[src/rtl/uart_rx_deframer.sv]
// uart_rx_deframer
// Receive front end for the serial debug unit: oversamples the asynchronous
// rxd line, de-frames 8N1 bytes LSB first and offers each byte on a
// valid/ready handshake with a one-byte holding buffer.
// Optional build macro UART_RX_PARITY_EN switches the framing to 8E1:
// it adds a PARITY state and an active parity_err pulse.
//
// state  | meaning
// -------+-----------------------------------------------------------------
// IDLE   | line idle, waiting for rx_s low (start edge, defines t0)
// START  | waiting for mid start bit to confirm it is not a glitch
// DATA   | sampling data bits 0..7 at mid-bit, LSB first
// PARITY | sampling the even parity bit (UART_RX_PARITY_EN builds only)
// STOP   | sampling the stop bit; frame completes on that edge
`timescale 1ns/1ps
module uart_rx_deframer #(
  parameter int CLKS_PER_BIT = 868,
  parameter int HALF_BIT     = CLKS_PER_BIT / 2
) (
  input  logic       clk,
  input  logic       rstn,
  input  logic       rxd,
  output logic [7:0] dout,
  output logic       dout_vld,
  input  logic       dout_rdy,
  output logic       busy,
  output logic       frame_err,
  output logic       overrun,
  output logic       parity_err
);

  localparam int CW = $clog2(CLKS_PER_BIT);

  // Counter values reached on the cycle before each sample edge.
  localparam logic [CW-1:0] CNT_HALF = CW'(HALF_BIT - 1);
  localparam logic [CW-1:0] CNT_BIT  = CW'(CLKS_PER_BIT - 1);

`ifdef UART_RX_PARITY_EN
  typedef enum logic [2:0] {
    IDLE   = 3'd0,
    START  = 3'd1,
    DATA   = 3'd2,
    PARITY = 3'd3,
    STOP   = 3'd4
  } state_t;
`else
  typedef enum logic [1:0] {
    IDLE  = 2'd0,
    START = 2'd1,
    DATA  = 2'd2,
    STOP  = 2'd3
  } state_t;
`endif

  logic          rx_meta;
  logic          rx_s;
  state_t        state;
  state_t        state_nxt;
  logic [CW-1:0] cnt;
  logic [CW-1:0] cnt_nxt;
  logic [2:0]    bit_cnt;
  logic [2:0]    bit_cnt_nxt;
  logic [7:0]    shift;
  logic [7:0]    shift_nxt;
  logic          frame_done;
  logic          bad_par;
  logic          load;
  logic          set_fe;
  logic          set_oe;
  logic          set_pe;

  // Two-flop synchroniser; resets to the idle line level so reset release
  // never looks like a start edge.
  always_ff @(posedge clk or negedge rstn) begin
    if (!rstn) begin
      rx_meta <= 1'b1;
      rx_s    <= 1'b1;
    end else begin
      rx_meta <= rxd;
      rx_s    <= rx_meta;
    end
  end

  // Frame state, bit-timing counter, bit index and data shift register.
  always_ff @(posedge clk or negedge rstn) begin
    if (!rstn) begin
      state   <= IDLE;
      cnt     <= '0;
      bit_cnt <= '0;
      shift   <= '0;
    end else begin
      state   <= state_nxt;
      cnt     <= cnt_nxt;
      bit_cnt <= bit_cnt_nxt;
      shift   <= shift_nxt;
    end
  end

`ifdef UART_RX_PARITY_EN
  logic par_bit;
  logic par_bit_nxt;

  // Captured parity bit, held until the stop sample decides the frame.
  always_ff @(posedge clk or negedge rstn) begin
    if (!rstn) begin
      par_bit <= 1'b0;
    end else begin
      par_bit <= par_bit_nxt;
    end
  end

  // Even parity: data bits plus parity bit must XOR to zero.
  assign bad_par = ^{shift, par_bit};
`else
  assign bad_par = 1'b0;
`endif

  // Next-state logic; the cycle counter reloads to 0 at every sample point
  // so each sample lands exactly one bit period after the previous one.
  always_comb begin
    state_nxt   = state;
    cnt_nxt     = cnt + 1'b1;
    bit_cnt_nxt = bit_cnt;
    shift_nxt   = shift;
    frame_done  = 1'b0;
`ifdef UART_RX_PARITY_EN
    par_bit_nxt = par_bit;
`endif
    case (state)
      IDLE: begin
        cnt_nxt = '0;
        if (!rx_s) begin
          state_nxt   = START;
          bit_cnt_nxt = '0;
        end
      end
      START: begin
        if (cnt == CNT_HALF) begin
          cnt_nxt   = '0;
          // Line back high at mid start bit: treat as noise, no error.
          state_nxt = rx_s ? IDLE : DATA;
        end
      end
      DATA: begin
        if (cnt == CNT_BIT) begin
          cnt_nxt            = '0;
          shift_nxt[bit_cnt] = rx_s;
          bit_cnt_nxt        = bit_cnt + 3'd1;
          if (bit_cnt == 3'd7) begin
`ifdef UART_RX_PARITY_EN
            state_nxt = PARITY;
`else
            state_nxt = STOP;
`endif
          end
        end
      end
`ifdef UART_RX_PARITY_EN
      PARITY: begin
        if (cnt == CNT_BIT) begin
          cnt_nxt     = '0;
          par_bit_nxt = rx_s;
          state_nxt   = STOP;
        end
      end
`endif
      STOP: begin
        if (cnt == CNT_BIT) begin
          cnt_nxt    = '0;
          frame_done = 1'b1;
          // Back to IDLE at mid stop bit so a following start edge is
          // caught even with no idle gap between frames.
          state_nxt  = IDLE;
        end
      end
      default: begin
        state_nxt = IDLE;
        cnt_nxt   = '0;
      end
    endcase
  end

  // Frame outcome at the stop sample, one outcome per frame with
  // precedence parity error > framing error > overrun > load.
  always_comb begin
    load   = 1'b0;
    set_fe = 1'b0;
    set_oe = 1'b0;
    set_pe = 1'b0;
    if (frame_done) begin
      if (bad_par) begin
        set_pe = 1'b1;
      end else if (!rx_s) begin
        set_fe = 1'b1;
      end else if (dout_vld && !dout_rdy) begin
        set_oe = 1'b1;
      end else begin
        load = 1'b1;
      end
    end
  end

  // Holding buffer and handshake; a load on the same edge as a consume
  // keeps dout_vld high with the new byte.
  always_ff @(posedge clk or negedge rstn) begin
    if (!rstn) begin
      dout      <= '0;
      dout_vld  <= 1'b0;
      frame_err <= 1'b0;
      overrun   <= 1'b0;
    end else begin
      frame_err <= set_fe;
      overrun   <= set_oe;
      if (load) begin
        dout     <= shift;
        dout_vld <= 1'b1;
      end else if (dout_vld && dout_rdy) begin
        dout_vld <= 1'b0;
      end
    end
  end

`ifdef UART_RX_PARITY_EN
  // Parity error pulse, registered like the other error flags.
  always_ff @(posedge clk or negedge rstn) begin
    if (!rstn) begin
      parity_err <= 1'b0;
    end else begin
      parity_err <= set_pe;
    end
  end
`else
  assign parity_err = set_pe;
`endif

  assign busy = (state != IDLE);

endmodule
[config.mk]
export PLATFORM = sky130hd
export DESIGN_NAME = uart_rx_deframer
export DESIGN_NICKNAME = d
export VERILOG_FILES = /design/src/rtl/uart_rx_deframer.sv
export SDC_FILE = /design/constraint.sdc
export NUM_CORES = 1
export LEC_CHECK = 0
export BUFFER_PORTS_ARGS = -buffer_cell sky130_fd_sc_hd__buf_2
export CAP_MARGIN = 20
export CORE_MARGIN = 5
export CORE_UTILIZATION = 57
export CTS_CLUSTER_SIZE = 40
export DETAILED_ROUTE_END_ITERATION = 16
export GPL_TIMING_DRIVEN = 0
export PLACE_DENSITY = 0.76
export SYNTH_ARGS = -nofsm -noshare
export SYNTH_HDL_FRONTEND = slang
export SYNTH_SLANG_ARGS = --single-unit
[constraint.sdc]
create_clock -name clk -period 2.2 [get_ports clk]
set_input_delay 0.44 -clock clk [delete_from_list [all_inputs] [get_ports clk]]
set_output_delay 0.44 -clock clk [all_outputs]
set_load 0.005 [all_outputs]
Yosys cells after proc, flatten, opt, wreduce, memory -nomap -nowiden
Index checks and enable logic that the tools add are counted.
{"block": "word_totals", "regBits": 36, "input_bits": 4, "out_inout_bits": 13, "elab_cells": 65}
{"block": "op_classes", "n_addsub": 2, "magnitude_cmp": 2, "eq_ne": 11, "mux": 28, "reduce_logical": 12}
{"operator": "case mux 10 bit (3 select lines)", "n": 1}
{"operator": "two-way mux 10 bit", "n": 2}
{"operator": "two-way mux 1 bit", "n": 13}
{"operator": "two-way mux 2 bit", "n": 6}
{"operator": "adder 10 x 1 -> 10 bit (second input constant)", "n": 1}
{"operator": "equality test 10 bit (second input constant)", "n": 1}
{"operator": "equality test 10 x 9 -> 1 bit (second input constant)", "n": 1}
{"operator": "!= test 2 bit (second input constant)", "n": 5}
{"operator": "bitwise mux 8 bit", "n": 1}
{"operator": "case mux 2 bit (4 select lines)", "n": 1}
{"operator": "two-way mux 3 bit", "n": 2}
{"operator": "case mux 3 bit (2 select lines)", "n": 1}
{"operator": "nonzero test 2 bit", "n": 3}
{"operator": "AND reduction 5 bit", "n": 1}
{"operator": "equality test 2 bit (second input constant)", "n": 2}
{"operator": "< comparator 3 x 4 -> 1 bit (second input constant)", "n": 1}
{"operator": "adder 3 x 1 -> 3 bit (second input constant)", "n": 1}
{"operator": "demux 1 bit (select 3 bit)", "n": 1}
{"operator": "equality test 3 bit (second input constant)", "n": 1}
{"operator": ">= comparator 3 x 1 -> 1 bit (second input constant)", "n": 1}
{"operator": "logical AND 1 bit", "n": 3}
{"operator": "AND reduction 3 bit", "n": 1}
{"operator": "equality test 2 x 1 -> 1 bit (second input constant)", "n": 1}
{"operator": "zero test 2 bit", "n": 1}
{"operator": "other kinds (3)", "n": 3}

Logic depth before layout (Yosys ltp)
Gate-level depths: netlist of run 1.
{"block": "logic_depth", "word_depth": 6, "depth_mapped": 6, "depth_no_buf": 5}

Worst setup path after synthesis of run 1
OpenSTA, ideal clock, no wires.
{"block": "synth_timing", "kind": "flip-flop to flip-flop", "startpoint": "reg cnt[0]", "endpoint": "reg dout[0]", "setup_ns": 0.125, "arrival_time_ns": 1.727, "t_required_ns": 2.075, "slack_ns": 0.348, "stages_incl_launch_ff": 7, "n_path_buf": 1, "synth_period_minus_slack_ns": 1.852, "cell_sequence": "dfrtp_1 ha_1 and4bb_1 nand3_2 or3b_1 buf_6 mux2_4"}
{"block": "synth_via", "elab_chain_cells": 4}
{"element": "start, declared", "line": "59", "rtl": "logic [CW-1:0] cnt;"}
{"element": "start signal, assigned", "line": "93", "rtl": "cnt <= cnt_nxt;"}
{"element": "equality test 10 bit", "line": "168", "rtl": "if (cnt == CNT_BIT) begin"}
{"element": "two-way mux 1 bit", "line": "168"}
{"element": "two-way mux 1 bit", "line": "129", "rtl": "case (state)"}
{"element": "two-way mux 1 bit", "line": "190", "rtl": "if (frame_done) begin"}
{"element": "end signal, assigned", "line": "215", "rtl": "dout <= shift;"}
{"element": "end, declared", "line": "23", "rtl": "output logic [7:0] dout,"}
Every way passes these cells.
A chain may end at the register's enable or synchronous reset.

==> impl_metrics.ini, run 1 <==
[pwr]
peakVddDrop_mv = 0.358
p_per_area_nw_per_um2 = 558
p_leak_nw = 0.928

[finish]
drive_above_1_share = 0.263
nNetsFinal = 178
n_antenna_cell = 0
syn_to_final_growth_pct = 10.3

[sta]
hold_viol = 0
totalNegativeSetupSlack_ns = 0
finalCriticalPeriod_ns = 2.01
layout_setup_ws_ns = 0.189
worst_pin_slew_ns = 0.757
rsz0062_at_grt = no
maxSlewViolCount = 0
finalSetupViolations = 0
skew_ns = 0.00247
min_period_over_period = 0.914
fmax_mhz = 497
relSlewSlack = 0.496

[drt]
firstDrtPassIters = 4
wl_per_cell_um = 13.8
drt-initial-drc-count = 71
routed_wl_um = 2780
vias_per_cell = 5.51
vias = 1114
ant_nets = 0
route.detailed.drc = 0

[die]
ios = 17
fp.dieW_um = 64.5
die-area_um2 = 4160
start_util = 0.604
coreArea_um2 = 2810
die_h_um = 64.5
rows = 19

[yosys]
avgSynthCellArea_um2 = 11.4
postSynthCellCount = 148
yosysTopAreaCell = dfrtp_1
yosys.area.top_type_share = 0.502
netlist_area_um2 = 1690
yosysUniqueCellTypes = 38
syn_nets = 156
synth_edf_count = 0
seq_area_frac_synth = 0.533
ys.warnings.count = 0
synth-main-ff-cell = dfrtp_1
async_reset_ff_frac = 1.00
synth.area.top_cells = dfrtp_1 (50%), mux2_4 (7.1%), mux2_2 (5.3%), nand3_1 (3.8%), nor2_1 (3.3%)
synth-seq-cells = 36

[grt]
grt_max_degree = 37
global_route.usage.total = 0.160
grt_util_met3 = 0.0639
grt_util_met2 = 0.238
antenna_found_initial = 0
top_usage_layer = met2
grt_pass1_vias = 1138
grt_pass1_wl_um = 5180
overflow = 0
grtUsageMet1 = 0.218

[worst_setup_path]
start_kind = flop
cp_data_required_time_ns = 1.76
crit_path_end_kind = primary output
crit_fanout = 10
r2r_cells = 6
worstReg2RegEnd = dout[3]
crit_type = flop to primary output
r2r_setup_slack_ns = 0.20
r2r_start = cnt[0]
arrival_ns = 1.57

[status]
status = finished clean

[clocking]
cts_tree = yes
postCtsHoldBufs = 0
cts_max_path_buffers = 2
clk_latency_ns = 0.33
clockRootBuffer = clkbuf_4
clkSlewWorstSetupHoldPaths_ns = 0.10
h-tree-depth = 2
cts_buffers = 5
cts_sinks = 36

[job]
maxCapViolations = 0

[placement]
hpwl_um = 1980
place_congestion = 0.890
io_buffer_count = 15
pre_cts_slack_ns = 0.204

[hold_path]
hold_path.class = input pin to asynchronous set/reset pin
worst max-delay path by stage:
stage	startpoint	endpoint	slack, ns	cells after the start
after floorplan	cnt[0]	dout[0]	0.35	6
after global placement	cnt[0]	shift[7]	0.21	6
after detailed placement	cnt[0]	shift[6]	0.20	6
after CTS	flop	busy	0.17	4
after global routing	cnt[0]	shift[6]	0.07	6
final	flop	busy	0.19	4
layer usage:
layer | part of all wire | vias to the layer above
met5 | 0 | -
met4 | 0.0014 | 0
met3 | 0.047 | 2
met2 | 0.44 | 24
met1 | 0.51 | 527
li1 | - | 561
Yosys cell counts (all sizes together), types with 3 or more instances:
library cell   n
mux2          16
nand3         14
dfrtp         34
clkbuf         7
nor2          15
xnor2          3
xor2           5
inv            3
ha             4
nand2          9
nor3           5
and4           3
cells in the final DEF, fill, tap and decap left out, types with 4 or more instances in the layout:
| master | n |
|---|---|
| ha_1 | 4 |
| clkbuf_4 | 5 |
| nor2_1 | 15 |
| nand2_1 | 9 |
| buf_2 | 15 |
| nor3_1 | 5 |
| dfrtp_1 | 34 |
| mux2_2 | 8 |
| xor2_1 | 5 |
| clkbuf_1 | 8 |
| mux2_4 | 8 |
| nand3_1 | 13 |
flip-flops by register name (all words and copies together) (netlist names), 3 cells and up, named ones only:
register and count:
bit_cnt 3, cnt 10, dout 8, shift 8
metrics by stage:
| stage | power (mW) | area, µm² | hold WS, ns | cells | util |
|---|---|---|---|---|---|
| final | 1.04 | 1870 | 0.169 | 202 | 0.666 |
| after global routing | 1.10 | 1870 | 0.157 | 202 | 0.666 |
| after CTS | 1.06 | 1870 | 0.176 | 202 | 0.665 |
| after detailed placement | 0.700 | 1810 | 0.351 | 194 | 0.645 |
| after global placement | 0.699 | 1810 | 0.346 | 194 | 0.645 |
| after floorplan | 0.683 | 1690 | 0.144 | 148 | - |
cell type report:
class,count,area (µm²)
Fill cell,212,937
Sequential cell,36,903
Multi-Input combinational cell,99,726
Timing Repair Buffer,15,75.1
Clock buffer,8,58.8
Buffer,10,55.1
Tap cell,31,38.8
Inverter,3,11.3
kinds of logic (layout without fill, tap and decap cells):
| family | after synthesis | in the layout | share of synthesized area |
|---|---|---|---|
| and+or+nand+nor | 60 | 60 | 0.188 |
| other | 1 | 1 | 0.00221 |
| muxes | 16 | 16 | 0.124 |
| xor gates and xnor gates | 8 | 8 | 0.0414 |
| AOI/OAI and AO/OA | 10 | 10 | 0.0428 |
| adders and majority gates | 4 | 4 | 0.0295 |
| DFF | 36 | 36 | 0.533 |
| buffers and inverters | 13 | 36 | 0.0384 |
worst max-delay path, stage by stage (launching register included):
cell and delay (ns):
dfrtp_1 0.37, clkbuf_1 0.17, clkbuf_1 0.25, or2_2 0.32
buf_2 0.13
power by group:
part | internal, mW | switching [mW]
logic | 0.00400 | 0.0157
registers | 0.665 | 0.00103
clock network | 0.158 | 0.199
timing repair:
action | in CTS | in global routing
endpoints found under the setup margin | 0 | 1
endpoints found under the hold margin | 0 | 0
buffers inserted | 0 | 0
gates resized for setup | 0 | 2
No activity file was read; power rests on OpenSTA's default activity.
==> run 2: changes to the inputs <==
--- a/config.mk
+++ b/config.mk
@@ -8,11 +8,12 @@
 export BUFFER_PORTS_ARGS = -buffer_cell sky130_fd_sc_hd__buf_2
 export CAP_MARGIN = 20
 export CORE_MARGIN = 5
-export CORE_UTILIZATION = 57
+export CORE_UTILIZATION = 60
+export CTS_BUF_LIST = sky130_fd_sc_hd__clkbuf_8
 export CTS_CLUSTER_SIZE = 40
 export DETAILED_ROUTE_END_ITERATION = 16
 export GPL_TIMING_DRIVEN = 0
-export PLACE_DENSITY = 0.76
+export PLACE_DENSITY = 0.8
 export SYNTH_ARGS = -nofsm -noshare
 export SYNTH_HDL_FRONTEND = slang
 export SYNTH_SLANG_ARGS = --single-unit
==> run 2 against run 1 <==
  * Final cell count did not move
  * Non-clock buffer count did not move
  * Largest power group unchanged
  * First-iteration DRC count fell by 45%
  * Clock-buffer cell count fell by 2
  * Critical path type is now flop to flop
==> impl_metrics.ini, run 2 (synthesized netlist as in run 1, its figures left out) <==
[status]
status = finished clean

[clocking]
clk_latency_ns = 0.29
clkSlewWorstSetupHoldPaths_ns = 0.07
cts_resized = 0
h-tree-depth = 2
cts_sinks = 36
postCtsHoldBufs = 0
cts_tree = yes
clockRootBuffer = clkbuf_8
cts_max_path_buffers = 2
cts_buffers = 5
post-cts-setup-buffers = 0

[placement]
hpwl_um = 2210
pre_cts_slack_ns = 0.125
io_buffer_count = 15
placed_area_um2 = 1810
dp.cells = 194
place_congestion = 0.893

[die]
fp.dieW_um = 63.1
die-area_um2 = 3990
die_h_um = 63.1
rows = 19
coreArea_um2 = 2730
start_util = 0.620
ios = 17

[sta]
finalSetupViolations = 0
relSlewSlack = 0.493
skew_ns = 0.00286
fin_hold_ws_ns = 0.215
hold_viol = 0
fmax_mhz = 486
finalCriticalPeriod_ns = 2.06
totalNegativeSetupSlack_ns = 0
layout_setup_ws_ns = 0.142
worst_pin_slew_ns = 0.761
rsz0062_at_grt = no
min_period_over_period = 0.935
maxSlewViolCount = 0

[pwr]
peakVddDrop_mv = 0.651
p_leak_nw = 0.945
p_sw_mw = 0.254
comb_power_share = 0.017
power_mw = 1.17
seqPwrFrac = 0.568
clock_power_share = 0.414
p_per_area_nw_per_um2 = 616
switching_share = 0.217
internal_power_mw = 0.919

[drt]
drt-initial-drc-count = 39
route.detailed.drc = 0
wl_per_cell_um = 15.9
vias = 1163
ant_nets = 0
firstDrtPassIters = 5
routed_wl_um = 3200
vias_per_cell = 5.76

[grt]
global_route.usage.total = 0.184
grt_pass1_wl_um = 5620
antenna_found_initial = 0
grt_max_degree = 37
overflow = 0
grt_pass1_vias = 1223

[finish]
nNetsFinal = 178
mostFrequentLayoutCells = dfrtp_1 (34), nor2_1 (15), buf_2 (15), nand3_1 (13), nand2_1 (9)
syn_to_final_growth_pct = 12.3
stdcell_area_um2 = 1900
largest_reg_flops = 10
stdcell_count = 202
n_antenna_cell = 0
n_fill_cell = 199
regMostFlops = cnt
final_util = 0.696
final_common_cell = dfrtp_1
largestRegisters = cnt x10, dout x8, shift x8
drive_above_1_share = 0.269

[worst_setup_path]
cp_data_required_time_ns = 2.38
worstReg2RegEnd = dout[6]
arrival_ns = 2.24
r2r_setup_slack_ns = 0.14
r2r_cells = 6
cpMaxStageDelayCell = or3b_1
crit_type = flop to flop
slowest_delay_ns = 0.43
crit_fanout = 8
path_cells = ha_1 > and4bb_1 > nand3_2 > or3b_1 > buf_6 > mux2_4
crit_path_end_kind = flop
r2r_start = cnt[0]
start_kind = flop

[job]
maxCapViolations = 0

[hold_path]
hold_path.class = input pin to asynchronous set/reset pin
-- run 2: how the worst max path moves through the flow --
stage	startpoint	to	depth (start not counted)
after floorplan	cnt[0]	dout[0]	6
after global placement	cnt[0]	shift[6]	6
after detailed placement	cnt[0]	shift[6]	6
after CTS	cnt[0]	shift[6]	6
after global routing	cnt[0]	shift[6]	6
final	cnt[0]	dout[6]	6
-- run 2: worst max-delay path, delay by kind of cell, from the launching register on --
kind                       cells  cell delay (ns)
buffers and inverters          1             0.17
adders and majority gates      1             0.23
and+or+nand+nor                3             0.82
muxes                          1             0.30
DFF                            1             0.41
-- run 2: power by group through the flow --
| stage | clock, mW | sequential (mW) | combinational, mW |
|---|---|---|---|
| after detailed placement | 0 | 0.679 | 0.0214 |
| after global placement | 0 | 0.679 | 0.0203 |
| after global routing | 0.526 | 0.666 | 0.0242 |
| after floorplan | 0 | 0.678 | 0.00471 |
| final | 0.486 | 0.666 | 0.0204 |
| after CTS | 0.497 | 0.666 | 0.0215 |
-- run 2: routing by layer --
metal / global-route usage / vias up / wire length [µm]
met5: 0 / - / 0
met4: 0.0875 / 0 / 64
met3: 0.0675 / 7 / 200
met2: 0.296 / 28 / 1550
met1: 0.216 / 572 / 1390
li1: - / 556 / -
-- run 2: layout make-up --
class	instances	area, µm²	share of cell area
Sequential cell	36	903	0.475
Multi-Input combinational cell	99	726	0.381
Clock buffer	6	82.6	0.0434
Timing Repair Buffer	15	75.1	0.0394
Buffer	10	55.1	0.0289
Tap cell	31	38.8	0.0204
Clock inverter	2	11.3	0.00592
Inverter	3	11.3	0.00592
